===== src/rtl/mem_access_bridge.sv =====
// Registered core-to-memory bridge: one access in flight, single-cycle memory enable, one-cycle valid back.
// Optional ack timeout enabled by defining MEM_BRIDGE_TIMEOUT_EN.
module mem_access_bridge #(
  parameter int ADDR_WIDTH     = 32,
  parameter int DATA_WIDTH     = 32,
  parameter int TIMEOUT_CYCLES = 16
) (
  input  logic                  clk,
  input  logic                  rst,
  input  logic                  core_rd_en_i,
  input  logic                  core_wr_en_i,
  input  logic [ADDR_WIDTH-1:0] core_addr_i,
  input  logic [DATA_WIDTH-1:0] core_data_i,
  output logic [DATA_WIDTH-1:0] core_data_o,
  output logic                  core_valid_o,
  output logic                  core_busy_o,
  output logic                  mem_rd_en_o,
  output logic                  mem_wr_en_o,
  output logic [ADDR_WIDTH-1:0] mem_addr_o,
  output logic [DATA_WIDTH-1:0] mem_data_o,
  input  logic [DATA_WIDTH-1:0] mem_data_i,
  input  logic                  mem_ack_i,
  output logic                  err_o
);

  typedef enum logic [1:0] {IDLE, REQ, WAIT, RESP} state_t;

  state_t                state_q, state_d;
  logic                  is_wr_q, is_wr_d;
  logic [ADDR_WIDTH-1:0] addr_q, addr_d;
  logic [DATA_WIDTH-1:0] wdata_q, wdata_d;
  logic [DATA_WIDTH-1:0] rdata_q, rdata_d;
  logic                  valid_q, valid_d;
  logic                  rd_en_q, rd_en_d;
  logic                  wr_en_q, wr_en_d;
  logic                  err_q, err_d;

  // Byte offset bits are dropped by word alignment.
  logic unused_addr_lsb;
  assign unused_addr_lsb = ^core_addr_i[1:0];

`ifdef MEM_BRIDGE_TIMEOUT_EN
  localparam int CW = $clog2(TIMEOUT_CYCLES + 1);
  logic [CW-1:0] cnt_q, cnt_d;
`endif

  always_comb begin
    state_d = state_q;
    is_wr_d = is_wr_q;
    addr_d  = addr_q;
    wdata_d = wdata_q;
    rdata_d = rdata_q;
    valid_d = 1'b0;
    rd_en_d = 1'b0;
    wr_en_d = 1'b0;
    err_d   = 1'b0;
`ifdef MEM_BRIDGE_TIMEOUT_EN
    cnt_d   = cnt_q;
`endif
    case (state_q)
      IDLE: begin
        if (core_wr_en_i || core_rd_en_i) begin
          state_d = REQ;
          is_wr_d = core_wr_en_i;
          addr_d  = {core_addr_i[ADDR_WIDTH-1:2], 2'b00};
          wdata_d = core_data_i;
          rd_en_d = ~core_wr_en_i;
          wr_en_d = core_wr_en_i;
`ifdef MEM_BRIDGE_TIMEOUT_EN
          cnt_d   = '0;
`endif
        end
      end
      REQ, WAIT: begin
        if (mem_ack_i) begin
          state_d = RESP;
          valid_d = 1'b1;
          if (!is_wr_q) rdata_d = mem_data_i;
        end else begin
          state_d = WAIT;
`ifdef MEM_BRIDGE_TIMEOUT_EN
          // Limit reached after TIMEOUT_CYCLES ack-less cycles in REQ/WAIT.
          if (cnt_q == CW'(TIMEOUT_CYCLES - 1)) begin
            state_d = RESP;
            valid_d = 1'b1;
            err_d   = 1'b1;
            if (!is_wr_q) rdata_d = '1;
          end else begin
            cnt_d = cnt_q + CW'(1);
          end
`endif
        end
      end
      RESP:    state_d = IDLE;
      default: state_d = IDLE;
    endcase
  end

  always_ff @(posedge clk or posedge rst) begin
    if (rst) begin
      state_q <= IDLE;
      is_wr_q <= 1'b0;
      addr_q  <= '0;
      wdata_q <= '0;
      rdata_q <= '0;
      valid_q <= 1'b0;
      rd_en_q <= 1'b0;
      wr_en_q <= 1'b0;
      err_q   <= 1'b0;
`ifdef MEM_BRIDGE_TIMEOUT_EN
      cnt_q   <= '0;
`endif
    end else begin
      state_q <= state_d;
      is_wr_q <= is_wr_d;
      addr_q  <= addr_d;
      wdata_q <= wdata_d;
      rdata_q <= rdata_d;
      valid_q <= valid_d;
      rd_en_q <= rd_en_d;
      wr_en_q <= wr_en_d;
      err_q   <= err_d;
`ifdef MEM_BRIDGE_TIMEOUT_EN
      cnt_q   <= cnt_d;
`endif
    end
  end

  assign core_busy_o  = (state_q != IDLE);
  assign core_valid_o = valid_q;
  assign core_data_o  = rdata_q;
  assign mem_rd_en_o  = rd_en_q;
  assign mem_wr_en_o  = wr_en_q;
  assign mem_addr_o   = addr_q;
  assign mem_data_o   = wdata_q;
`ifdef MEM_BRIDGE_TIMEOUT_EN
  assign err_o        = err_q;
`else
  assign err_o        = 1'b0;
  logic unused_err;
  assign unused_err = err_q;
`endif

endmodule

===== config.mk =====
export PLATFORM = sky130hd
export DESIGN_NAME = mem_access_bridge
export DESIGN_NICKNAME = d
export VERILOG_FILES = /design/src/rtl/mem_access_bridge.sv
export SDC_FILE = /design/constraint.sdc
export NUM_CORES = 1
export LEC_CHECK = 0
export CAP_MARGIN = 30
export CORE_MARGIN = 4
export CORE_UTILIZATION = 39
export DETAILED_ROUTE_END_ITERATION = 6
export HOLD_SLACK_MARGIN = 0.05
export PLACE_DENSITY = 0.9
export SKIP_LAST_GASP = 1
export SYNTH_ARGS = -nofsm -noshare
export SYNTH_HDL_FRONTEND = slang
export SYNTH_SLANG_ARGS = --single-unit

===== constraint.sdc =====
create_clock -name clk -period 3.7 [get_ports clk]
set_clock_uncertainty 0.15 [all_clocks]
set_input_delay 0.74 -clock clk [delete_from_list [all_inputs] [get_ports clk]]
set_output_delay 0.74 -clock clk [all_outputs]
set_load 0.1 [all_outputs]

==> qor.txt, run 1 <==
Yosys reg bits -> 100
die area -> 11410 um2
I/O Buffers -> 196
Stages on worst setup path -> 1
Register Area -> 2502 um2
initial antenna violation count -> 0
DRT iter0 DRCs -> 47
drt wl/cell -> 16.81 um
clk root buf -> clkbuf_8
row count -> 35
Unique masters post-synth -> 18
CP Cell Sequence -> clkdlybuf4s50_1
largest net degree at the start of global routing -> 52
Post-Syn Area -> 3807 um2
grt ovf -> 0
Synth Area per Inst -> 16.85 um2
1st-pass router iterations -> 4
CTS tree -> built
starting density of the core -> 40.63%
vias in the first global route -> 2912
H-tree depth -> 3
CP arrival -> 1.88 ns
Worst Path Required -> 2.81 ns
timing endpoint of the critical path -> mem_addr_o[14]
clock sinks -> 100
unrepaired setup endpoints after global routing -> no
final worst-path cycle share -> 74.90%
slowest CP cell -> clkdlybuf4s50_1
first-pass GRT wire length -> 14830 um
Slew Limit Headroom -> 32.94%
most common cell in the netlist -> dfrtp_1
Slew @ Worst Pin -> 1.003 ns
Post-synth ARST share -> 100.0%
Worst-Skew Late Latency -> 0.34 ns
Clk pin slew, worst setup/hold paths -> 0.10 ns
Post-CTS Resized -> 0
worst-case reg-to-reg path depth -> 5
hold path depth -> 1
met2 routed WL -> 4744 um
fin. max-slew vios -> 0
# fillers -> 725
r2r endpoint -> core_data_o[11]
Critical path origin -> mem_addr_o[14]
Tot GR Track Use -> 16.49%
Top delay family on crit path -> buffers and inverters
post-layout min period -> 2.771 ns
Nets -> 530
max-cap violations -> 0
commonest cells in the netlist -> dfrtp_1 (100), mux2_2 (90), buf_4 (5), mux2_1 (5)
Layout area overhead -> 59.97%
routability cong. -> 0.7459
Total Wirelength -> 9394 um
setup_tns -> 0 ns
DP HPWL -> 7239 um
ant diodes -> 0
Multi-input gate area -> 1200 um2
R2R Setup Slk -> 1.79 ns
status -> completed
Reg2Reg Launch Point -> state_q[0]
DRC violations left -> 0
Worst Setup Start Kind -> flop
Die H -> 106.8 um
critical path type -> flop to primary output
Met1 Routed Length -> 3654 um
Core Area -> 9371 um2
CTS Buf Count -> 9
post-route ant nets -> 0
part of the Yosys area used for sequential elements -> 65.72%
CTS Hold Bufs -> 0
io pins -> 202
Routed met3 length -> 919 um
Crit path buffers/inverters -> 1
via count -> 2568
Max Clk Rate -> 360.8 MHz
CP peak stage delay -> 1.15 ns
DR top layer -> met4
die width -> 106.8 um
biggest area consumer among synthesized cells -> dfrtp_1
vias per cell -> 4.594
Fin. Hold Viols -> 0
post-synth top area share -> 65.72%
CP endpoint kind -> primary output
share of cells above drive strength 1 -> 26.28%
top post-synthesis cells by area -> dfrtp_1 (66%), mux2_2 (27%), mux2_1 (1.5%)
Clock Path Buffers -> 2
Mapped Cells -> 226
Hold Path Class -> flop to flop
yosys warns -> 0
EDFF count, synth -> 0
Final setup viols -> 0
Synth Flop Type -> dfrtp_1
postcts setup bufs -> 0
Critical Path Fanout Max -> 2
-- layout make-up --
type / instances / share of cell area, %
Multi-Input combinational cell: 112 / 19.70
Inverter: 4 / 0.2876
Clock buffer: 10 / 2.260
Sequential cell: 100 / 41.08
Tap cell: 129 / 2.650
Clock inverter: 4 / 1.233
Timing Repair Buffer: 200 / 32.79
-- sequential cells by signal (all words and copies together), names as in the netlist --
name and count:
core_data_o 32, core_valid_o 1, is_wr_q 1, mem_addr_o 30
mem_data_o 32, mem_rd_en_o 1, mem_wr_en_o 1, state_q 2
-- through the flow --
stage                     hold slack [ns]  setup WS (ns)  instances  utilization, %  area, um2
after floorplan                    0.2902         0.1912        228               -       3815
after global placement             0.3080          1.200        545           62.72       5878
after detailed placement           0.3259          1.141        545           62.72       5878
after CTS                          0.3535         0.8975        559           64.99       6091
after global routing               0.3705         0.8751        559           64.99       6091
final                              0.3431         0.9287        559           64.99       6091
-- worst min-delay path by stage --
| stage | to | startpoint |
|---|---|---|
| 2_1_floorplan | is_wr_q | is_wr_q |
| 6_report | is_wr_q | is_wr_q |
| 3_5_place_dp | is_wr_q | is_wr_q |
| 3_3_place_gp | is_wr_q | is_wr_q |
| 5_1_grt | is_wr_q | is_wr_q |
| 4_1_cts | mem_addr_o[16] | mem_addr_o[16] |
-- cells in the final DEF (no fill, tap or decap), drive strengths merged --
cell	Yosys	routed
a21o	1	1
ha	2	2
o21ai	1	1
nor3b	2	2
inv	4	4
clkdlybuf4s50	0	193
nand4bb	1	1
mux2	95	95
nand2	1	1
clkbuf	0	10
clkinvlp	0	2
nand3b	1	1
buf	12	7
and2	2	2
dfrtp	100	100
nor2b	2	2
o31ai	1	1
bufinv	0	2
conb	1	3
-- routing by layer --
layer	vias up	track usage, %
met5	-	0
li1	1178	-
met4	0	3.288
met1	1255	19.05
met2	127	28.82
met3	8	6.863
-- logic make-up (layout without fill, tap and decap cells) --
family                   count (synthesis)  count (layout)  synth area share, %
adder cells (fa/ha/maj)                  2               2               0.6571
other                                    1               3              0.09849
flip-flops                             100             100                65.72
buffers and inverters                   16             218                2.957
AO/OA/AOI/OAI                            3               3               0.8218
AND/OR/NAND/NOR                          9               9                1.643
multiplexers                            95              95                28.10
Power of run 1 is left out: the tool's default activity adds up to more than one toggle a clock period on the data nets, which glitch-free logic cannot reach.
==> run 2, diff against run 1 <==
==> constraint.sdc (replaced) <==
create_clock -name clk -period 2.6 [get_ports clk]
set_clock_uncertainty 0.15 [all_clocks]
set_input_delay 0.52 -clock clk [delete_from_list [all_inputs] [get_ports clk]]
set_output_delay 0.52 -clock clk [all_outputs]
set_load 0.1 [all_outputs]
==> qor.txt, run 2 (synthesis gave the netlist of run 1 again) <==
row count -> 35 (unchanged)
clock sinks -> 100 (unchanged)
Layout area overhead -> 54.78% (was 59.97%)
CTS Hold Bufs -> 0 (unchanged)
Reg2Reg Launch Point -> state_q[0] (unchanged)
CP endpoint kind -> primary output (unchanged)
CP arrival -> 1.41 ns (was 1.88 ns)
R2R Setup Slk -> 0.77 ns (was 1.79 ns)
Clock Path Buffers -> 2 (unchanged)
critical path type -> flop to primary output (unchanged)
DRC violations left -> 0 (unchanged)
Critical Path Fanout Max -> 6 (was 2)
H-tree depth -> 3 (unchanged)
vias per cell -> 4.609 (was 4.594)
max-cap violations -> 0 (unchanged)
io pins -> 202 (unchanged)
Hold Path Class -> flop to flop (unchanged)
timing endpoint of the critical path -> core_busy_o (was mem_addr_o[14])
drt wl/cell -> 16.13 um (was 16.81 um)
1st-pass router iterations -> 3 (was 4)
DRT iter0 DRCs -> 78 (was 47)
largest net degree at the start of global routing -> 63 (was 52)
I/O Buffers -> 196 (unchanged)
Worst-Skew Late Latency -> 0.34 ns (about the same)
fin. max-slew vios -> 0 (unchanged)
vias in the first global route -> 2925 (was 2912)
starting density of the core -> 40.63% (unchanged)
Nets -> 530 (unchanged)
status -> completed (unchanged)
Slew Limit Headroom -> 63.40% (was 32.94%)
postcts setup bufs -> 0 (unchanged)
Total Wirelength -> 9031 um (was 9394 um)
gr busiest metal -> met2 (unchanged)
Core Area -> 9371 um2 (unchanged)
CTS Buf Count -> 9 (unchanged)
first-pass GRT wire length -> 14210 um (was 14830 um)
grt ovf -> 0 (unchanged)
CTS tree -> built (unchanged)
fin area -> 5893 um2 (was 6091 um2)
Tot GR Track Use -> 15.97% (was 16.49%)
via count -> 2581 (was 2568)
Slew @ Worst Pin -> 0.5479 ns (was 1.003 ns)
DP HPWL -> 6870 um (was 7239 um)
die area -> 11410 um2 (unchanged)
clk root buf -> clkbuf_8 (unchanged)
GRT met2 Usage -> 26.39% (was 28.82%)
Max Clk Rate -> 481.1 MHz
most common cell after layout, fill and taps aside -> dfrtp_1 (was clkdlybuf4s50_1)
Critical path origin -> state_q[0] (was mem_addr_o[14])
Final setup viols -> 0 (unchanged)
Worst Path Required -> 1.93 ns (was 2.81 ns)
r2r endpoint -> mem_data_o[7] (was core_data_o[11])
routability cong. -> 0.6832 (was 0.7459)
Clk pin slew, worst setup/hold paths -> 0.09 ns (was 0.10 ns)
met3 Track Usage GR -> 6.321% (was 6.863%)
Worst Setup Start Kind -> flop (unchanged)
setup_tns -> 0 ns (unchanged)
die width -> 106.8 um (unchanged)
fin util -> 62.88% (was 64.99%)
commonest non-fill, non-tap cells in the layout -> dfrtp_1 (100), clkdlybuf4s50_1 (98), buf_4 (97) (was clkdlybuf4s50_1 (193), dfrtp_1 (100), mux2_2 (90))
initial antenna violation count -> 0 (unchanged)
Post-CTS Resized -> 0 (unchanged)
unrepaired setup endpoints after global routing -> no (unchanged)
share of cells above drive strength 1 -> 48.26% (was 26.28%)
worst-case reg-to-reg path depth -> 5 (unchanged)
met1 Resource Use GR -> 18.58% (was 19.05%)
final worst-path cycle share -> 79.95%
DP Area -> 5692 um2 (was 5878 um2)
post-layout min period -> 2.079 ns
hold slack -> 0.3525 ns (was 0.3431 ns)
post-route ant nets -> 0 (unchanged)
Die H -> 106.8 um (unchanged)
Fin. Hold Viols -> 0 (unchanged)
ant diodes -> 0 (unchanged)
[run 2: cell count changes in the layout (fill, tap and decap cells not counted), sizes merged]
cell,previous run,this run
buf,7,102
clkdlybuf4s50,193,98
clkbuf,10,12
bufinv,2,1
clkinv,0,1
inv,4,3
[run 2: worst min-delay path by stage]
stage,to,slack [ns],depth (start not counted),from
6_report,mem_addr_o[17],0.35,1,mem_addr_o[17]
5_1_grt,mem_addr_o[15],0.37,1,mem_addr_o[15]
4_1_cts,mem_addr_o[17],0.36,1,mem_addr_o[17]
3_5_place_dp,is_wr_q,0.33,1,is_wr_q
3_3_place_gp,is_wr_q,0.33,1,is_wr_q
2_1_floorplan,is_wr_q,0.29,1,is_wr_q
[run 2: layout make-up]
cell class / instances / area (um2)
fillers: 716 / 3478
flip-flops and latches: 100 / 2502
repair buffers: 200 / 1809
multi-input cells: 112 / 1200
well taps: 129 / 161.4
clock buffers: 12 / 155.1
clock inverters: 3 / 46.29
inverters: 4 / 18.77
[run 2: metrics by stage]
| step | setup WS (ns) | std cells |
|---|---|---|
| 2_1_floorplan | 0.6578 | 228 |
| 3_3_place_gp | 0.4024 | 545 |
| 3_5_place_dp | 0.3374 | 545 |
| 4_1_cts | 0.4948 | 560 |
| 5_1_grt | 0.3860 | 560 |
| 6_report | 0.5213 | 560 |
[run 2: worst max-delay path, cell delays in order (launching register included)]
cell	delay, ns
dfrtp_1	0.41
inv_1	0.06
ha_1	0.27
inv_1	0.13
buf_12	0.18
[run 2: routing by layer]
metal | share of wire, % | up-vias
met2 | 48 | 138
li1 | - | 1181
met4 | 1.8 | 0
met5 | 0 | -
met1 | 40 | 1248
met3 | 10 | 14
Power of run 2 is left out for the same reason.
